==> src/rtl/count_pkg.sv <==
// Shared types and constants for the count sequencer and its prescaler.
package count_pkg;

   localparam int DEF_WIDTH = 4;

   typedef enum logic [1:0] {
      IDLE = 2'd0,
      RUN  = 2'd1,
      DONE = 2'd2
   } state_t;

   localparam logic DIR_UP       = 1'b0;
   localparam logic DIR_DOWN     = 1'b1;
   localparam logic MODE_ONESHOT = 1'b0;
   localparam logic MODE_RELOAD  = 1'b1;

endpackage

==> src/rtl/count_prescaler.sv <==
// Free-running divider: step pulses whenever the counter matches limit, then restarts.
module count_prescaler #(
   parameter int PRE_W = 8
) (
   input  logic             clk,
   input  logic             rst,
   input  logic             clear,
   input  logic             enable,
   input  logic [PRE_W-1:0] limit,
   output logic             step
);

   logic [PRE_W-1:0] cnt;

   assign step = enable && (cnt == limit);

   always_ff @(posedge clk or posedge rst) begin
      if (rst)
         cnt <= '0;
      else if (clear)
         cnt <= '0;
      else if (enable)
         cnt <= step ? '0 : cnt + 1'b1;
   end

endmodule

==> src/rtl/count_sequencer.sv <==
// Run-control FSM, shadow configuration and count register for the 4-bit counter datapath.
module count_sequencer
   import count_pkg::*;
#(
   parameter int WIDTH = DEF_WIDTH,
   parameter int PRE_W = 8
) (
   input  logic             clk,
   input  logic             rst,
   input  logic             cfg_valid,
   output logic             cfg_ready,
   input  logic [WIDTH-1:0] cfg_limit,
   input  logic             cfg_dir,
   input  logic             cfg_mode,
   input  logic [PRE_W-1:0] cfg_prescale,
   input  logic             start,
   input  logic             stop,
   output logic [WIDTH-1:0] count,
   output logic             busy,
   output logic             tick,
   output logic             done_valid,
   input  logic             done_ready
);

   state_t           state;
   logic [WIDTH-1:0] lim_q;
   logic             dir_q;
   logic             mode_q;
   logic [PRE_W-1:0] pre_q;

   logic             step;
   logic [WIDTH-1:0] start_init;
   logic [WIDTH-1:0] run_init;
   logic [WIDTH-1:0] term;
   logic [WIDTH-1:0] next_cnt;

   assign cfg_ready  = (state == IDLE);
   assign busy       = (state == RUN);
   assign done_valid = (state == DONE);

   // A configuration offered alongside start must seed that run's initial count.
   always_comb begin
      start_init = '0;
      if (cfg_valid) begin
         if (cfg_dir == DIR_DOWN) start_init = cfg_limit;
      end else if (dir_q == DIR_DOWN) begin
         start_init = lim_q;
      end
   end

   assign run_init = (dir_q == DIR_DOWN) ? lim_q : '0;
   assign term     = (dir_q == DIR_DOWN) ? '0 : lim_q;

   // Sitting on the terminal value means the next step reloads; this also makes
   // limit=0 tick on its first step without moving the count.
   always_comb begin
      next_cnt = count;
      if (count == term)
         next_cnt = run_init;
      else if (dir_q == DIR_DOWN)
         next_cnt = count - 1'b1;
      else
         next_cnt = count + 1'b1;
   end

   count_prescaler #(.PRE_W(PRE_W)) u_pre (
      .clk    (clk),
      .rst    (rst),
      .clear  (state == IDLE),
      .enable (state == RUN),
      .limit  (pre_q),
      .step   (step)
   );

   always_ff @(posedge clk or posedge rst) begin
      if (rst) begin
         state  <= IDLE;
         lim_q  <= '0;
         dir_q  <= 1'b0;
         mode_q <= 1'b0;
         pre_q  <= '0;
         count  <= '0;
         tick   <= 1'b0;
      end else begin
         tick <= 1'b0;
         case (state)
            IDLE: begin
               if (cfg_valid) begin
                  lim_q  <= cfg_limit;
                  dir_q  <= cfg_dir;
                  mode_q <= cfg_mode;
                  pre_q  <= cfg_prescale;
               end
               if (start) begin
                  state <= RUN;
                  count <= start_init;
               end
            end
            RUN: begin
               if (stop) begin
                  state <= IDLE;
               end else if (step) begin
                  count <= next_cnt;
                  if (next_cnt == term) begin
                     tick <= 1'b1;
                     if (mode_q == MODE_ONESHOT) state <= DONE;
                  end
               end
            end
            DONE: begin
               if (done_ready) state <= IDLE;
            end
            default: state <= IDLE;
         endcase
      end
   end

endmodule

==> config.mk <==
export PLATFORM = sky130hd
export DESIGN_NAME = count_sequencer
export DESIGN_NICKNAME = d
export VERILOG_FILES = /design/src/rtl/count_pkg.sv /design/src/rtl/count_prescaler.sv /design/src/rtl/count_sequencer.sv
export SDC_FILE = /design/constraint.sdc
export NUM_CORES = 1
export LEC_CHECK = 0
export ABC_AREA = 1
export CORE_AREA = 10 10 86 106
export CTS_BUF_LIST = sky130_fd_sc_hd__clkbuf_16
export DETAILED_ROUTE_END_ITERATION = 16
export DIE_AREA = 0 0 96 116
export HOLD_SLACK_MARGIN = 0.08
export PLACE_DENSITY = 0.52
export SYNTH_ARGS = -nofsm -noshare
export SYNTH_HDL_FRONTEND = slang
export SYNTH_HIERARCHICAL = 1
export SYNTH_SLANG_ARGS = --single-unit
==> constraint.sdc <==
create_clock -name clk -period 1.86 [get_ports clk]
set_clock_uncertainty 0.15 [all_clocks]
set_input_delay 0.279 -clock clk [delete_from_list [all_inputs] [get_ports clk]]
set_output_delay 0.279 -clock clk [all_outputs]
set_load 0.01 [all_outputs]
# == After elaboration in Yosys (flattened, before gate mapping) ==
# Cells that the tools add are included.
# totals
ff_bits,29
latch_bits,0
ram_bits,0
rom_bits,0
inputBits,20
wordCells,53
mem_count,0
# classes
addsub,3
multipliers,0
div_mod_pow,0
order_cmp,0
n_eq_ne,12
shifts,0
muxes,24
bitwise_logic,0
n_reduce_logical,6
# ops
cell,n
two-way mux 4 bit,9
two-way mux 8 bit,3
two-way mux 2 bit,6
inequality test 3 bit (second input constant),3
adder 8 x 1 -> 8 bit (second input constant),1
equality test 4 bit,2
equality test 8 bit,1
case mux 4 bit (2 select lines),1
case mux 2 bit (3 select lines),1
AND reduction 5 bit,1
adder 4 x 1 -> 4 bit (second input constant),1
two-way mux 1 bit,4
inequality test 2 x 1 -> 1 bit (second input constant),2
inequality test 2 bit (second input constant),2
AND reduction 4 bit,1
subtractor 4 x 1 -> 4 bit (second input constant),1
equality test 2 x 1 -> 1 bit (second input constant),1
equality test 2 bit (second input constant),1
logical NOT 2 bit,1
AND reduction 2 bit,1
nonzero test 2 bit,1
logical AND 1 bit,1

# == Logic depth before layout (Yosys ltp) ==
# depth
depth_word,8
ltp_mapped,14
depth_no_buf,13

# == Modules after synthesis ==
# Netlist, hierarchy kept.
# modules_own_cells
mod,instances,cells_per_inst,area_per_inst_um2,seq_area_each_um2
count_sequencer,1,163,1333.8,525.5
count_prescaler,1,115,738.2,200.2

# == Worst setup path after synthesis ==
# No wires, ideal clock.
# synth_timing
path_kind,register -> register
from,register count[2]
to,register state[0]
arrival_ns,1.692
slack_ns,-0.100
stages_incl_launch_ff,13
n_path_buf,0
period_less_slack_ns,1.960
path_cell_list,dfrtp_1 ha_1 or2_2 nand2_1 nand2_1 nand2_1 nand2_1 nand3_1 nand2_1 nor2_2 nand3_1 nand2_1 nand2_1
# synth_via
elab_chain_cells,6
# synth_lines
element,line,source
start: declaration,count_sequencer.sv:18,"output logic [WIDTH-1:0] count,"
start signal: assignment,count_sequencer.sv:96,count <= start_init;
start signal: assignment,count_sequencer.sv:103,count <= next_cnt;
adder 4 x 1 -> 4 bit / subtractor 4 x 1 -> 4 bit (equally long branches),"count_sequencer.sv:63, count_sequencer.sv:61",
two-way mux 4 bit,count_sequencer.sv:60,else if (dir_q == DIR_DOWN)
two-way mux 4 bit (*),count_sequencer.sv:58,if (count == term)
equality test 4 bit (*),count_sequencer.sv:104,if (next_cnt == term) begin
inequality test 3 bit (no source line) (*),-,
AND reduction 5 bit (no source line) (*),-,
end signal: assignment,count_sequencer.sv:101,state <= IDLE;
end signal: assignment,count_sequencer.sv:106,if (mode_q == MODE_ONESHOT) state <= DONE;
end signal: assignment,count_sequencer.sv:111,if (done_ready) state <= IDLE;
end: declaration,count_sequencer.sv:25,state_t state;
# Every way passes the cells marked *; elsewhere a longest branch is shown, timed or not.
# A chain may end at the register's enable or synchronous reset.

# == Worst setup path in the final report ==
# layout_timing
from,register dir_q
to,register state[0]
# layout_via
elab_chain_cells,6
# layout_lines
element,line,source
start: declaration,count_sequencer.sv:27,logic dir_q;
start signal: assignment,count_sequencer.sv:90,dir_q <= cfg_dir;
two-way mux 4 bit,count_sequencer.sv:52,assign term = (dir_q == DIR_DOWN) ? '0 : lim_q;
equality test 4 bit,count_sequencer.sv:58,
two-way mux 4 bit,count_sequencer.sv:58,
equality test 4 bit (*),count_sequencer.sv:104,
inequality test 3 bit (no source line) (*),-,
AND reduction 5 bit (no source line) (*),-,
# Marks and branches as above.

==> impl_metrics.env <==
export IMPL_cts_sinks=29
export IMPL_p_per_area_nw_per_um2=1341
export IMPL_post_synth_top_area_fraction_pct=35.02
export IMPL_critPathMaxFanout=7
export IMPL_start_util_pct=29.70
export IMPL_violations="setup timing"
export IMPL_drt_iter0_drc=47
export IMPL_synth_cell_type_count=32
export IMPL_grt_start_max_net_pins=22
export IMPL_tightest_slew_ps=315.8
export IMPL_synth_top_area_cell="dfrtp_1"
export IMPL_portBuffers=27
export IMPL_wl_per_cell_um=13.26
export IMPL_finalHoldViolCount=0
export IMPL_syn_avg_cell_area_um2=7.453
export IMPL_required_ps=1870
export IMPL_syn_to_final_growth_pct=49.22
export IMPL_ys_top_cells_by_area="dfrtp_1 35%, nand2_1 13%, inv_1 6.2%, mux2_2 6.0%, nor2_1 5.4%"
export IMPL_synth_nets=302
export IMPL_synthCells=278
export IMPL_use_met2_pct=20.94
export IMPL_clockBufferDepth=2
export IMPL_htree_levels=2
export IMPL_clock_fmax_mhz=514.2
export IMPL_num_vias=2064
export IMPL_cp_arrival_ps=1950
export IMPL_clk_latency_ps=270
export IMPL_maxCapViolations=0
export IMPL_min_period_ps=1945
export IMPL_avgViaCountPerCell=4.597
export IMPL_slew_headroom_pct=78.92
export IMPL_core_area_um2=6977
export IMPL_ff2ff_path_depth=14
export IMPL_num_antenna_cells=0
export IMPL_hold_path_class="in -> async"
export IMPL_r2r_start="dir_q"
export IMPL_gp_congestion=0.8903
export IMPL_fin_area_um2=3092
export IMPL_row_count=34
export IMPL_rsz0062_at_grt="yes"
export IMPL_synth_area_um2=2072
export IMPL_dpl_hpwl_mm=4.689
export IMPL_cts_buffers=5
export IMPL_grt_pass1_wl_mm=9.722
export IMPL_overflow=0
export IMPL_grt_antenna_before_repair=0
export IMPL_clkTransAtPathRegs_ps=50
export IMPL_status="finished with violations"
export IMPL_first_pass_iters=4
export IMPL_fin_ws_ps=-84.95
export IMPL_ant_nets=0
export IMPL_use_met1_pct=10.82
export IMPL_ios=28
export IMPL_die_x_um=96
export IMPL_setup_violations=5
export IMPL_die_y_um=116
export IMPL_num_fill_cells=741
export IMPL_place_area_um2=2733
export IMPL_crit_type="reg -> reg"
export IMPL_drc=0
export IMPL_nets=382
export IMPL_period_share_pct=104.6
export IMPL_synth_ff_latch_count=29
export IMPL_grt_busiest_layer="met2"
export IMPL_rr_endpoint="state[0]"
export IMPL_ir_drop_uv=663.9
export IMPL_ys_seq_area_share_pct=35.02
export IMPL_endpoint_kind="register"
export IMPL_power_w=0.004147
export IMPL_grt_usage_pct=11.07
export IMPL_cts_tree="done"
export IMPL_start_kind="register"
export IMPL_finalMaxSlewViolations=0
export IMPL_rrSetupSlack_ps=-80
export IMPL_dieArea_um2=11140
export IMPL_yosysWarnings=6
export IMPL_use_met3_pct=2.071
export IMPL_p_leak_nw=1.491
export IMPL_routed_wl_mm=5.953
export IMPL_drive_gt1_share_pct=34.54
export IMPL_cts_root_buf="clkbuf_16"
export IMPL_grt_pass1_vias=2165
## timing repair
action	CTS	global route
setup endpoints to repair	10	7
resized for setup	24	16
cloned	1	0
hold buffers	0	0
pin swaps	16	18
setup buffers	4	5
## cell families after synthesis
group	count (synthesis)	share of synthesized area, %
XOR/XNOR	12	5.072
multiplexers	11	5.978
adder cells (fa/ha/maj)	4	2.778
flip-flops	29	35.02
AND/OR/NAND/NOR	159	35.75
buffers and inverters	42	9.238
AO/OA/AOI/OAI	21	6.159
## area by class of cell
cell class	instances	area (um2)	area share (%)
clock inverters	3	12.51	0.4047
well taps	90	112.6	3.642
repair buffers	77	661.9	21.41
flip-flops and latches	29	726.9	23.51
repair inverters	1	6.256	0.2023
inverters	37	146.4	4.735
clock buffers	5	125.1	4.047
multi-input cells	207	1300	42.05
## routing by layer
metal	wire length, um	share of wire, %	up-vias
met1	2192	37	968
met4	220	3.7	0
li1	-	-	1048
met2	3313	56	35
met3	227	3.8	13
met5	0	0	-
## worst max-delay path, cell delays in order (launching register included)
cell and delay [ps]:
dfrtp_2 440, buf_6 150, buf_12 120, inv_4 60
nand3b_1 90, nand2_2 90, nor2_4 60, nand2_4 120
nand2_1 100, nand3_2 70, nand2_2 70, nor2_4 140
nand3_2 70, nand2_1 60, nand2_1 40
## registers in the layout, summed over array words and instances, names as in the netlist
signal     cells
dir_q          1
lim_q          4
count          4
tick           1
pre_q          8
u_pre/cnt      8
state          2
mode_q         1
## synthesized netlist by cell type
cell       count
nor2_4         3
nor2_2         5
o211ai_1       2
xnor2_1        6
buf_6          2
or2_2          1
clkbuf_8       1
inv_1         34
nor2_1        30
inv_8          1
nand3b_1       3
nand2_4        3
nand3_2        1
xor2_1         6
ha_1           3
fa_1           1
a21oi_1        3
nand3_1       21
a31oi_1        2
nand4_1        5
dfrtp_1       29
nor3_1         4
buf_2          1
a21oi_2        1
clkbuf_1       1
nand2_2        9
o21ai_0        6
nand2_1       74
inv_2          2
o2111ai_1      1
o22ai_1        6
mux2_2        11
## report_power, final
group	leakage, nW	switching [W]	internal, W
sequential	0.363	0.000169	0.000764
clock	0.0687	0.000265	0.000482
combinational	1.06	0.00127	0.00119
## placed cells by master, fill, tap and decap left out, drive strengths merged
cell type,n
nand2,86
buf,50
inv,38
nor2,38
dfrtp,29
clkdlybuf4s50,24
nand3,22
mux2,11
o21ai,6
xnor2,6
xor2,6
o22ai,6
clkbuf,5
nand4,5
nor3,4
a21oi,4
nand3b,3
dlygate4sd2,3
ha,3
clkinv,3
a31oi,2
o211ai,2
or2,1
fa,1
o2111ai,1
## worst max-delay path by stage
stage	cells after the start	startpoint	endpoint
2_1_floorplan	12	dir_q	state[0]
3_3_place_gp	13	dir_q	state[0]
3_5_place_dp	12	dir_q	state[0]
4_1_cts	14	dir_q	state[0]
5_1_grt	14	dir_q	state[0]
6_report	14	dir_q	state[0]
## stage by stage
step	hold WS (ps)	instances	setup WS [ps]	TNS (ps)	util, %
2_1_floorplan	-55.34	278	11.33	0	-
3_3_place_gp	363.9	431	-81.08	-338.5	39.17
6_report	136.9	449	-84.95	-249.3	44.31
3_5_place_dp	374.4	431	-121.0	-363.0	39.17
4_1_cts	144.2	444	-50.70	-84.18	42.97
5_1_grt	179.8	449	-207.5	-1077	44.31
Power figures use the tool's default switching activity.
